===== src/rtl/apb_master_bridge.sv =====
// APB (AMBA3) master bridge: local single-cycle requests -> APB SETUP/ACCESS.
// Optional `define APB_TIMEOUT_EN aborts ACCESS after TIMEOUT_CYCLES wait cycles.
module apb_master_bridge #(
    parameter int ADDR_WIDTH     = 8,
    parameter int DATA_WIDTH     = 32,
    parameter int TIMEOUT_CYCLES = 16
) (
    input  logic                  pclk,
    input  logic                  preset,
    input  logic                  trans_i,
    input  logic [ADDR_WIDTH-1:0] addr_i,
    input  logic [DATA_WIDTH-1:0] wdata_i,
    input  logic                  wr_rd_i,
    input  logic                  pready,
    input  logic                  pslverr,
    input  logic [DATA_WIDTH-1:0] prdata,
    output logic                  pselx,
    output logic                  penable,
    output logic                  pwrite,
    output logic [ADDR_WIDTH-1:0] paddr,
    output logic [DATA_WIDTH-1:0] pwdata,
    output logic [DATA_WIDTH-1:0] rdata_o,
    output logic                  trans_err_o
);

    typedef enum logic [1:0] {
        IDLE,
        SETUP,
        ACCESS
    } state_t;

    state_t state;

    if (TIMEOUT_CYCLES < 1) begin : g_bad_timeout
        $error("TIMEOUT_CYCLES must be at least 1");
    end

`ifdef APB_TIMEOUT_EN
    localparam int CW = (TIMEOUT_CYCLES > 1) ? $clog2(TIMEOUT_CYCLES) : 1;
    localparam logic [CW-1:0] CNT_LAST = CW'(TIMEOUT_CYCLES - 1);

    logic [CW-1:0] wait_cnt;
`endif

    // Single FSM: sequences SETUP/ACCESS and registers every bus/requester output.
    always_ff @(posedge pclk) begin
        if (preset) begin
            state       <= IDLE;
            pselx       <= 1'b0;
            penable     <= 1'b0;
            pwrite      <= 1'b0;
            paddr       <= '0;
            pwdata      <= '0;
            rdata_o     <= '0;
            trans_err_o <= 1'b0;
`ifdef APB_TIMEOUT_EN
            wait_cnt    <= '0;
`endif
        end else begin
            trans_err_o <= 1'b0;
            unique case (state)
                IDLE: begin
                    if (trans_i) begin
                        state   <= SETUP;
                        pselx   <= 1'b1;
                        penable <= 1'b0;
                        paddr   <= addr_i;
                        pwrite  <= wr_rd_i;
                        if (wr_rd_i) begin
                            pwdata <= wdata_i;
                        end
`ifdef APB_TIMEOUT_EN
                        wait_cnt <= '0;
`endif
                    end
                end
                SETUP: begin
                    state   <= ACCESS;
                    pselx   <= 1'b1;
                    penable <= 1'b1;
                end
                ACCESS: begin
                    if (pready) begin
                        if (!pwrite) begin
                            rdata_o <= prdata;
                        end
                        trans_err_o <= pslverr;
                        if (trans_i) begin
                            // back-to-back: skip IDLE, pselx stays high
                            state   <= SETUP;
                            penable <= 1'b0;
                            paddr   <= addr_i;
                            pwrite  <= wr_rd_i;
                            if (wr_rd_i) begin
                                pwdata <= wdata_i;
                            end
`ifdef APB_TIMEOUT_EN
                            wait_cnt <= '0;
`endif
                        end else begin
                            state   <= IDLE;
                            pselx   <= 1'b0;
                            penable <= 1'b0;
                        end
                    end
`ifdef APB_TIMEOUT_EN
                    else if (wait_cnt == CNT_LAST) begin
                        // slave never answered: drop transfer, flag error
                        trans_err_o <= 1'b1;
                        state       <= IDLE;
                        pselx       <= 1'b0;
                        penable     <= 1'b0;
                    end else begin
                        wait_cnt <= wait_cnt + 1'b1;
                    end
`endif
                end
                default: begin
                    state   <= IDLE;
                    pselx   <= 1'b0;
                    penable <= 1'b0;
                end
            endcase
        end
    end

endmodule


===== config.mk =====
export PLATFORM = sky130hd
export DESIGN_NAME = apb_master_bridge
export DESIGN_NICKNAME = d
export VERILOG_FILES = /design/src/rtl/apb_master_bridge.sv
export SDC_FILE = /design/constraint.sdc
export NUM_CORES = 1
export LEC_CHECK = 0
export CORE_MARGIN = 2
export CORE_UTILIZATION = 40
export CTS_CLUSTER_DIAMETER = 60
export DETAILED_ROUTE_END_ITERATION = 8
export PLACE_DENSITY = 0.88
export SYNTH_ARGS = -nofsm -noshare
export SYNTH_HDL_FRONTEND = slang
export SYNTH_SLANG_ARGS = --single-unit

===== constraint.sdc =====
create_clock -name pclk -period 2 [get_ports pclk]
set_clock_uncertainty 0.1 [all_clocks]
set_input_delay 0.3 -clock pclk [delete_from_list [all_inputs] [get_ports pclk]]
set_output_delay 0.3 -clock pclk [all_outputs]
set_load 0.02 [all_outputs]

==> results of run 1 <==
-- cells in the final DEF (no fill, tap or decap), drive strengths merged, types with 2 or more instances in the layout --
cell type / n
clkbuf: 12
a21oi: 40
dfxtp: 77
clkdlybuf4s50: 152
bufinv: 3
nor2b: 2
nand2: 64
nor3b: 2
nor2: 3
nand2b: 65
or3b: 8
mux2i: 33
buf: 11
o21ai: 9
-- where the power goes --
| group | total [mW] | internal (mW) | switching, mW |
|---|---|---|---|
| registers | 1.63 | 1.59 | 0.0351 |
| logic | 0.561 | 0.329 | 0.232 |
| clock network | 1.41 | 0.863 | 0.544 |
| total | 3.60 | 2.79 | 0.810 |
-- worst max path at each step --
stage                  from    endpoint  slack [ns]  cells after the start
floorplan           penable  pwdata[10]        0.50                      6
global placement    trans_i    paddr[5]        0.16                      5
detailed placement  trans_i    paddr[2]        0.09                      5
CTS                 penable     penable         0.1                      1
global route        penable     penable        0.04                      1
finish              penable     penable        0.12                      1
-- registers in the layout (all words and copies together) (netlist names) --
name / flops
paddr: 8
trans_err_o: 1
rdata_o: 32
pwdata: 32
pwrite: 1
pselx: 1
penable: 1
state: 1
-- kinds of logic after synthesis --
kind of cell / count (synthesis) / synth area share, %
muxes: 33 / 10.51
and+or+nand+nor: 149 / 25.87
buffers and inverters: 28 / 6.009
DFF: 77 / 49.03
AOI/OAI and AO/OA: 52 / 8.595
-- routing by layer --
layer | up-vias | wire, um | track usage, % | part of all wire [%]
met5 | - | 0 | 0 | 0
met4 | 0 | 186 | 8.088 | 2.3
met3 | 15 | 490 | 5.126 | 6.1
met2 | 97 | 4046 | 33.09 | 50
met1 | 1294 | 3362 | 22.30 | 42
li1 | 1396 | - | - | -
-- worst register-to-register path, cell delays in order, from the launching register on --
cell	delay [ns]
dfxtp_1	0.36
nand2b_1	0.22
buf_4	0.21
or3b_2	0.45
a21oi_1	0.13
-- layout make-up --
cell class	instances	area (um^2)	share of cell area, %
flip-flops and latches	77	1541	31.02
well taps	102	127.6	2.569
clock buffers	12	145.1	2.921
multi-input cells	234	1420	28.58
repair buffers	163	1639	32.99
clock inverters	4	95.09	1.914
-- metrics by stage --
| stage | instance area [um^2] | util, % | worst slack, ns | cells |
|---|---|---|---|---|
| 3_3_place_gp | 4728 | 61.51 | 0.1563 | 576 |
| 3_5_place_dp | 4728 | 61.51 | 0.08681 | 576 |
| 4_1_cts | 4969 | 64.63 | 0.09661 | 592 |
| 5_1_grt | 4969 | 64.63 | 0.04335 | 592 |
| 2_1_floorplan | 3144 | - | 0.5019 | 339 |
| 6_report | 4969 | 64.63 | 0.1243 | 592 |
==> results.toml, run 1 <==
[drt]
postRouteAntennaNets = 0
first_pass_iters = 4
routed-via-count = 2802
wire_per_inst_um = 13.66
via_per_inst = 4.733
drt_wl_total_mm = 8.085
first_iter_violations = 52
drc = 0

[synth]
synth_cells = 339
syn-mean-instance-area_um2 = 9.275
netlist_area_um2 = 3144
async_flop_share_pct = 0
synth_top_cell_area_share_pct = 49.03
ys.flop_type = "dfxtp_1"
yosys_warnings = 0
syn-num-nets = 417
yosysMostFrequentCell = "dfxtp_1"
yosys.area.top_type = "dfxtp_1"
synth_enable_flop_cells = 0
synthTopCellsByCount = "dfxtp_1 (77), nand2b_1 (65), nand2_1 (64), a21oi_1 (40), mux2i_1 (33)"
synth_area_leaders = "dfxtp_1 (49%), nand2b_1 (13%), mux2i_1 (11%)"
ys_ff_latch = 77
synth_seq_area_share_pct = 49.03
ys_types = 26

[pwr]
leakage_nw = 1.762
cellPowerDensity_nw_per_um2 = 723.7
irDropWorstVdd_mv = 0.4083
total_power_mw = 3.596

[clocking]
clkSinkCount = 77
insertion_delay_ns = 0.33
clock_path_buffers = 2
cts_resized = 0
post_cts_buffers = 0
ctsHoldBuffers = 0
htreeDepth = 3
cts_tree = "built"
cts_buffers = 9
path_clk_slew_ns = 0.08
cts_root_buf = "clkbuf_8"

[timing]
finalHoldViolCount = 0
fin_crit_sh_pct = 93.78
final-max-slew-violation-count = 0
tightestPinTransition_ns = 0.4410
finalSetupViolations = 0
relSlewSlack_pct = 70.60
fin_setup_tns_ns = 0
hold_ws_ns = 0.3148
rsz0062_at_grt = "false"
fin_crit_ns = 1.876
max_freq_mhz = 533.1

[worst_setup_path]
cp-start-kind = "flop"
crit_type = "flop to output pin"
rrSetupSlack_ns = 0.45
rr_worst_depth = 4
cp_top_family = "buffers and inverters"
cp.arrival_ns = 1.48
path_cells = "clkdlybuf4s50_1"
crit_required_ns = 1.60
worstReg2RegStart = "state[0]"
crit_path_top_delay_cell = "clkdlybuf4s50_1"
critPathBufInv = 1
slowest_delay_ns = 0.67
rr_endpoint = "paddr[2]"
endpoint_kind = "output pin"
critPathMaxFanout = 8

[global_route]
grt_max_degree = 51
grt_pass1_vias = 2921
grt_usage_pct = 19.12
grt_antenna_before_repair = 0
grt_pass1_wl_mm = 13.25
overflow = 0

[cells_and_area]
diodes = 0
area_growth_pct = 58.02
nNetsFinal = 563
fillers = 630
drive_gt1_share_pct = 6.327

[status]
status = "finished clean"

[placed_design]
hpwlAfterDp_mm = 5.946
io_buffers = 153
gp_congestion = 0.7141

[floorplan]
rows = 32
start_util_pct = 40.90
ios = 154
core_area_um2 = 7687
fp.dieW_um = 92.66
dieArea_um2 = 8586
die_h_um = 92.66

[hold_path]
min_path_cells = 2
min_path_type = "primary input to flop"
worst_hold_startpoint = "preset"
hold_end = "rdata_o[14]"

[run]
maxCapViolations = 0
(Power assumes the default switching activity.)
==> run 2: changes to the inputs <==
--- a/config.mk
+++ b/config.mk
@@ -9,7 +9,7 @@
 export CORE_UTILIZATION = 40
 export CTS_CLUSTER_DIAMETER = 60
 export DETAILED_ROUTE_END_ITERATION = 8
-export PLACE_DENSITY = 0.88
+export PLACE_DENSITY_LB_ADDON = 0.15
 export SYNTH_ARGS = -nofsm -noshare
 export SYNTH_HDL_FRONTEND = slang
 export SYNTH_SLANG_ARGS = --single-unit
==> results.toml, run 2 (synthesis results as in run 1) <==
[placed_design]
io_buffers = 153
dp_cells = 576
post_dp_cell_area_um2 = 4753
hpwlAfterDp_mm = 5.367
gp_congestion = 0.7060

[timing]
fin_setup_tns_ns = 0
finalHoldViolCount = 0
fin_crit_sh_pct = 94.04
finalSetupViolations = 0
fin_crit_ns = 1.881
hold_ws_ns = 0.3564
final-max-slew-violation-count = 0
tightestPinTransition_ns = 0.3833
relSlewSlack_pct = 74.45
max_freq_mhz = 531.7
rsz0062_at_grt = "false"

[worst_setup_path]
crit_required_ns = 1.60
critPathMaxFanout = 8
path_cells = "clkdlybuf4s50_1"
rr_endpoint = "paddr[1]"
crit_type = "flop to output pin"
cp-start-kind = "flop"
critPathBufInv = 1
worstReg2RegStart = "state[0]"
cp_top_family = "buffers and inverters"
rrSetupSlack_ns = 0.44
endpoint_kind = "output pin"
cp.arrival_ns = 1.48
rr_worst_depth = 4
crit_start = "penable"
crit_path_top_delay_cell = "clkdlybuf4s50_1"
slowest_delay_ns = 0.68

[clocking]
clock_path_buffers = 2
insertion_delay_ns = 0.33
post_cts_buffers = 0
path_clk_slew_ns = 0.07
htreeDepth = 3
cts_buffers = 9
cts_root_buf = "clkbuf_8"
cts_tree = "built"
clkSinkCount = 77
ctsHoldBuffers = 0
cts_resized = 0

[drt]
drc = 0
drt_wl_total_mm = 7.737
first_iter_violations = 67
via_per_inst = 4.680
routed-via-count = 2766
postRouteAntennaNets = 0
first_pass_iters = 4
wire_per_inst_um = 13.09

[global_route]
grt_max_degree = 110
grt_usage_pct = 18.07
overflow = 0
grt_pass1_vias = 2607
grt_pass1_wl_mm = 12.52
grt_antenna_before_repair = 0

[cells_and_area]
diodes = 0
mostFrequentLayoutCells = "clkdlybuf4s50_1 (152), dfxtp_1 (77), nand2b_1 (65)"
seq_area_um2 = 1541
postLayoutCellArea_um2 = 4927
largestRegisters = "pwdata: 32 flops, rdata_o: 32 flops, paddr: 8 flops"
multiInputGateArea_um2 = 1420
drive_gt1_share_pct = 5.726
fillers = 670
nNetsFinal = 563
finalNonFillerCells = 591
layout_commonest_cell = "clkdlybuf4s50_1"
area_growth_pct = 56.71

[hold_path]
min_path_type = "flop to flop"
min_path_cells = 2
worst_hold_startpoint = "rdata_o[1]"
hold_end = "rdata_o[1]"

[pwr]
total_power_mw = 3.273
irDropWorstVdd_mv = 0.3483
cellPowerDensity_nw_per_um2 = 664.2
leakage_nw = 1.735

[floorplan]
start_util_pct = 40.90
dieArea_um2 = 8586
die_h_um = 92.66
ios = 154
core_area_um2 = 7687
rows = 32
fp.dieW_um = 92.66

[run]
maxCapViolations = 0

[status]
status = "finished clean"
run 2: worst reg2reg max path, cell delays in order (launching register included):
cell and delay [ns]:
dfxtp_1 0.37, nand2b_1 0.25, buf_4 0.22, or3b_2 0.45, a21oi_1 0.12
run 2: worst max-delay path by stage:
| stage | to | slack (ns) | cells after the start |
|---|---|---|---|
| 2_1_floorplan | pwdata[10] | 0.50 | 6 |
| 3_3_place_gp | paddr[1] | 0.11 | 5 |
| 3_5_place_dp | paddr[1] | 0.10 | 5 |
| 4_1_cts | penable | 0.10 | 1 |
| 5_1_grt | penable | 0.06 | 1 |
| 6_report | penable | 0.12 | 1 |
run 2: final cells by class:
cell class                      count  area share [%]
Clock inverter                      2          0.7110
Clock buffer                       13           2.819
Sequential cell                    77           31.28
Timing Repair Buffer              163           33.77
Multi-Input combinational cell    234           28.82
Tap cell                          102           2.590
run 2: report_power, final:
group	internal, mW	total (mW)	switching, mW	leakage (nW)
combinational	0.332	0.562	0.229	1.02
clock	0.571	1.08	0.514	0.0875
sequential	1.59	1.63	0.0327	0.626
run 2: routing by layer:
| layer | wire [um] | part of all wire (%) | GRT usage [%] |
|---|---|---|---|
| met5 | 0 | 0 | 0 |
| met4 | 126 | 1.6 | 6.373 |
| met1 | 3429 | 44 | 22.82 |
| met2 | 3456 | 45 | 28.16 |
| met3 | 725 | 9.4 | 7.079 |
run 2: metrics by stage:
step / util [%] / worst slack (ns)
2_1_floorplan: - / 0.5019
5_1_grt: 64.10 / 0.05631
3_3_place_gp: 61.83 / 0.1115
4_1_cts: 64.10 / 0.1007
3_5_place_dp: 61.83 / 0.1047
6_report: 64.10 / 0.1192
==> run 3: changes to the inputs <==
--- a/config.mk
+++ b/config.mk
@@ -6,7 +6,7 @@
 export NUM_CORES = 1
 export LEC_CHECK = 0
 export CORE_MARGIN = 2
-export CORE_UTILIZATION = 40
+export CORE_UTILIZATION = 43
 export CTS_CLUSTER_DIAMETER = 60
 export DETAILED_ROUTE_END_ITERATION = 8
 export PLACE_DENSITY_LB_ADDON = 0.15
==> constraint.sdc (replaced) <==
create_clock -name pclk -period 2.2 [get_ports pclk]
set_clock_uncertainty 0.1 [all_clocks]
set_input_delay 0.33 -clock pclk [delete_from_list [all_inputs] [get_ports pclk]]
set_output_delay 0.33 -clock pclk [all_outputs]
set_load 0.02 [all_outputs]
==> results.toml, run 3 (synthesis results as in run 1) <==
[floorplan]
rows = 31
dieArea_um2 = 8012
core_area_um2 = 7176
ios = 154
die_h_um = 89.51
fp.dieW_um = 89.51
start_util_pct = 43.82

[cells_and_area]
nNetsFinal = 562
finalNonFillerCells = 586
diodes = 0
fillers = 606
multiInputGateArea_um2 = 1420
area_growth_pct = 54.68
mostFrequentLayoutCells = "clkdlybuf4s50_1 (152), dfxtp_1 (77), nand2b_1 (65)"
layout_commonest_cell = "clkdlybuf4s50_1"
seq_area_um2 = 1541
drive_gt1_share_pct = 5.749
finish.utilization_pct = 67.78
largestRegisters = "pwdata: 32 flops, rdata_o: 32 flops, paddr: 8 flops"

[hold_path]
min_path_type = "primary input to flop"

[worst_setup_path]
path_cells = "clkdlybuf4s50_1"
critPathMaxFanout = 8
crit_required_ns = 1.77
crit_type = "flop to output pin"
endpoint_kind = "output pin"
cp.arrival_ns = 1.45
slowest_delay_ns = 0.66
critPathBufInv = 1
cp-start-kind = "flop"
cp_top_family = "buffers and inverters"
crit_path_top_delay_cell = "clkdlybuf4s50_1"

[global_route]
grt_antenna_before_repair = 0
grt_pass1_wl_mm = 11.54
grt_max_degree = 65
grt_pass1_vias = 2646
grt_usage_pct = 18.35
overflow = 0

[placed_design]
hpwlAfterDp_mm = 5.538
io_buffers = 153
gp_congestion = 0.7277
dp_cells = 572

[status]
status = "finished clean"

[pwr]
irDropWorstVdd_mv = 0.3332
cellPowerDensity_nw_per_um2 = 581.9
leakage_nw = 1.715
swShare_pct = 24.38
power_switching_uw = 690.0
total_power_mw = 2.830
p_int_mw = 2.140
combPwrFrac_pct = 17.8
clockPowerShare_pct = 29.9
seqPwrFrac_pct = 52.3

[timing]
rsz0062_at_grt = "false"
relSlewSlack_pct = 71.86
finalSetupViolations = 0
fin_crit_sh_pct = 85.61
fin_setup_tns_ns = 0
hold_ws_ns = 0.3301
finalHoldViolCount = 0
max_freq_mhz = 531.0
final-max-slew-violation-count = 0
fin_crit_ns = 1.883
tightestPinTransition_ns = 0.4221

[clocking]
cts_tree = "built"
insertion_delay_ns = 0.32
ctsHoldBuffers = 0
cts_root_buf = "clkbuf_8"
clock_path_buffers = 2
htreeDepth = 3
cts_buffers = 9
path_clk_slew_ns = 0.07
post_cts_buffers = 0
clkSinkCount = 77
cts_resized = 0

[drt]
drc = 0
drt_wl_total_mm = 7.570
postRouteAntennaNets = 0
first_iter_violations = 75
first_pass_iters = 4
routed-via-count = 2759
wire_per_inst_um = 12.92
via_per_inst = 4.708

[run]
maxCapViolations = 0
==> run 3: power by group through the flow <==
stage | Clock [mW] | Combinational, mW | Sequential, mW
2_1_floorplan | 0 | 0.174 | 1.57
3_3_place_gp | 0 | 0.500 | 1.51
3_5_place_dp | 0 | 0.507 | 1.51
4_1_cts | 0.887 | 0.509 | 1.48
5_1_grt | 0.945 | 0.542 | 1.49
6_report | 0.846 | 0.504 | 1.48
==> run 3: through the flow <==
| step | instance area, um^2 | setup WS (ns) |
|---|---|---|
| 2_1_floorplan | 3144 | 0.7019 |
| 3_3_place_gp | 4717 | 0.2556 |
| 3_5_place_dp | 4717 | 0.2072 |
| 4_1_cts | 4863 | 0.2869 |
| 5_1_grt | 4863 | 0.2439 |
| 6_report | 4863 | 0.3166 |
==> run 3: cell type report <==
class | count | share of cell area [%]
clock buffers | 11 | 2.701
clock inverters | 3 | 0.3087
multi-input cells | 234 | 29.20
flip-flops and latches | 77 | 31.70
well taps | 99 | 2.547
repair buffers | 162 | 33.55
==> run 3: path summary, 6_finish.rpt <==
kind                                  start           to  slack [ns]  cells after the start
worst max register to register      penable       pwrite        0.66                      4
worst min register to register  rdata_o[22]  rdata_o[22]        0.35                      2
worst max-delay path                penable      penable        0.32                      1
worst min-delay path                 preset      penable        0.33                      2
==> run 3: layer usage <==
layer / GRT usage [%] / share of wire, % / wire [um]
met2: 32.26 / 50 / 3751
met3: 7.110 / 8.8 / 665
met5: 0 / 0 / 0
met1: 20.46 / 41 / 3112
met4: 5.699 / 0.54 / 41
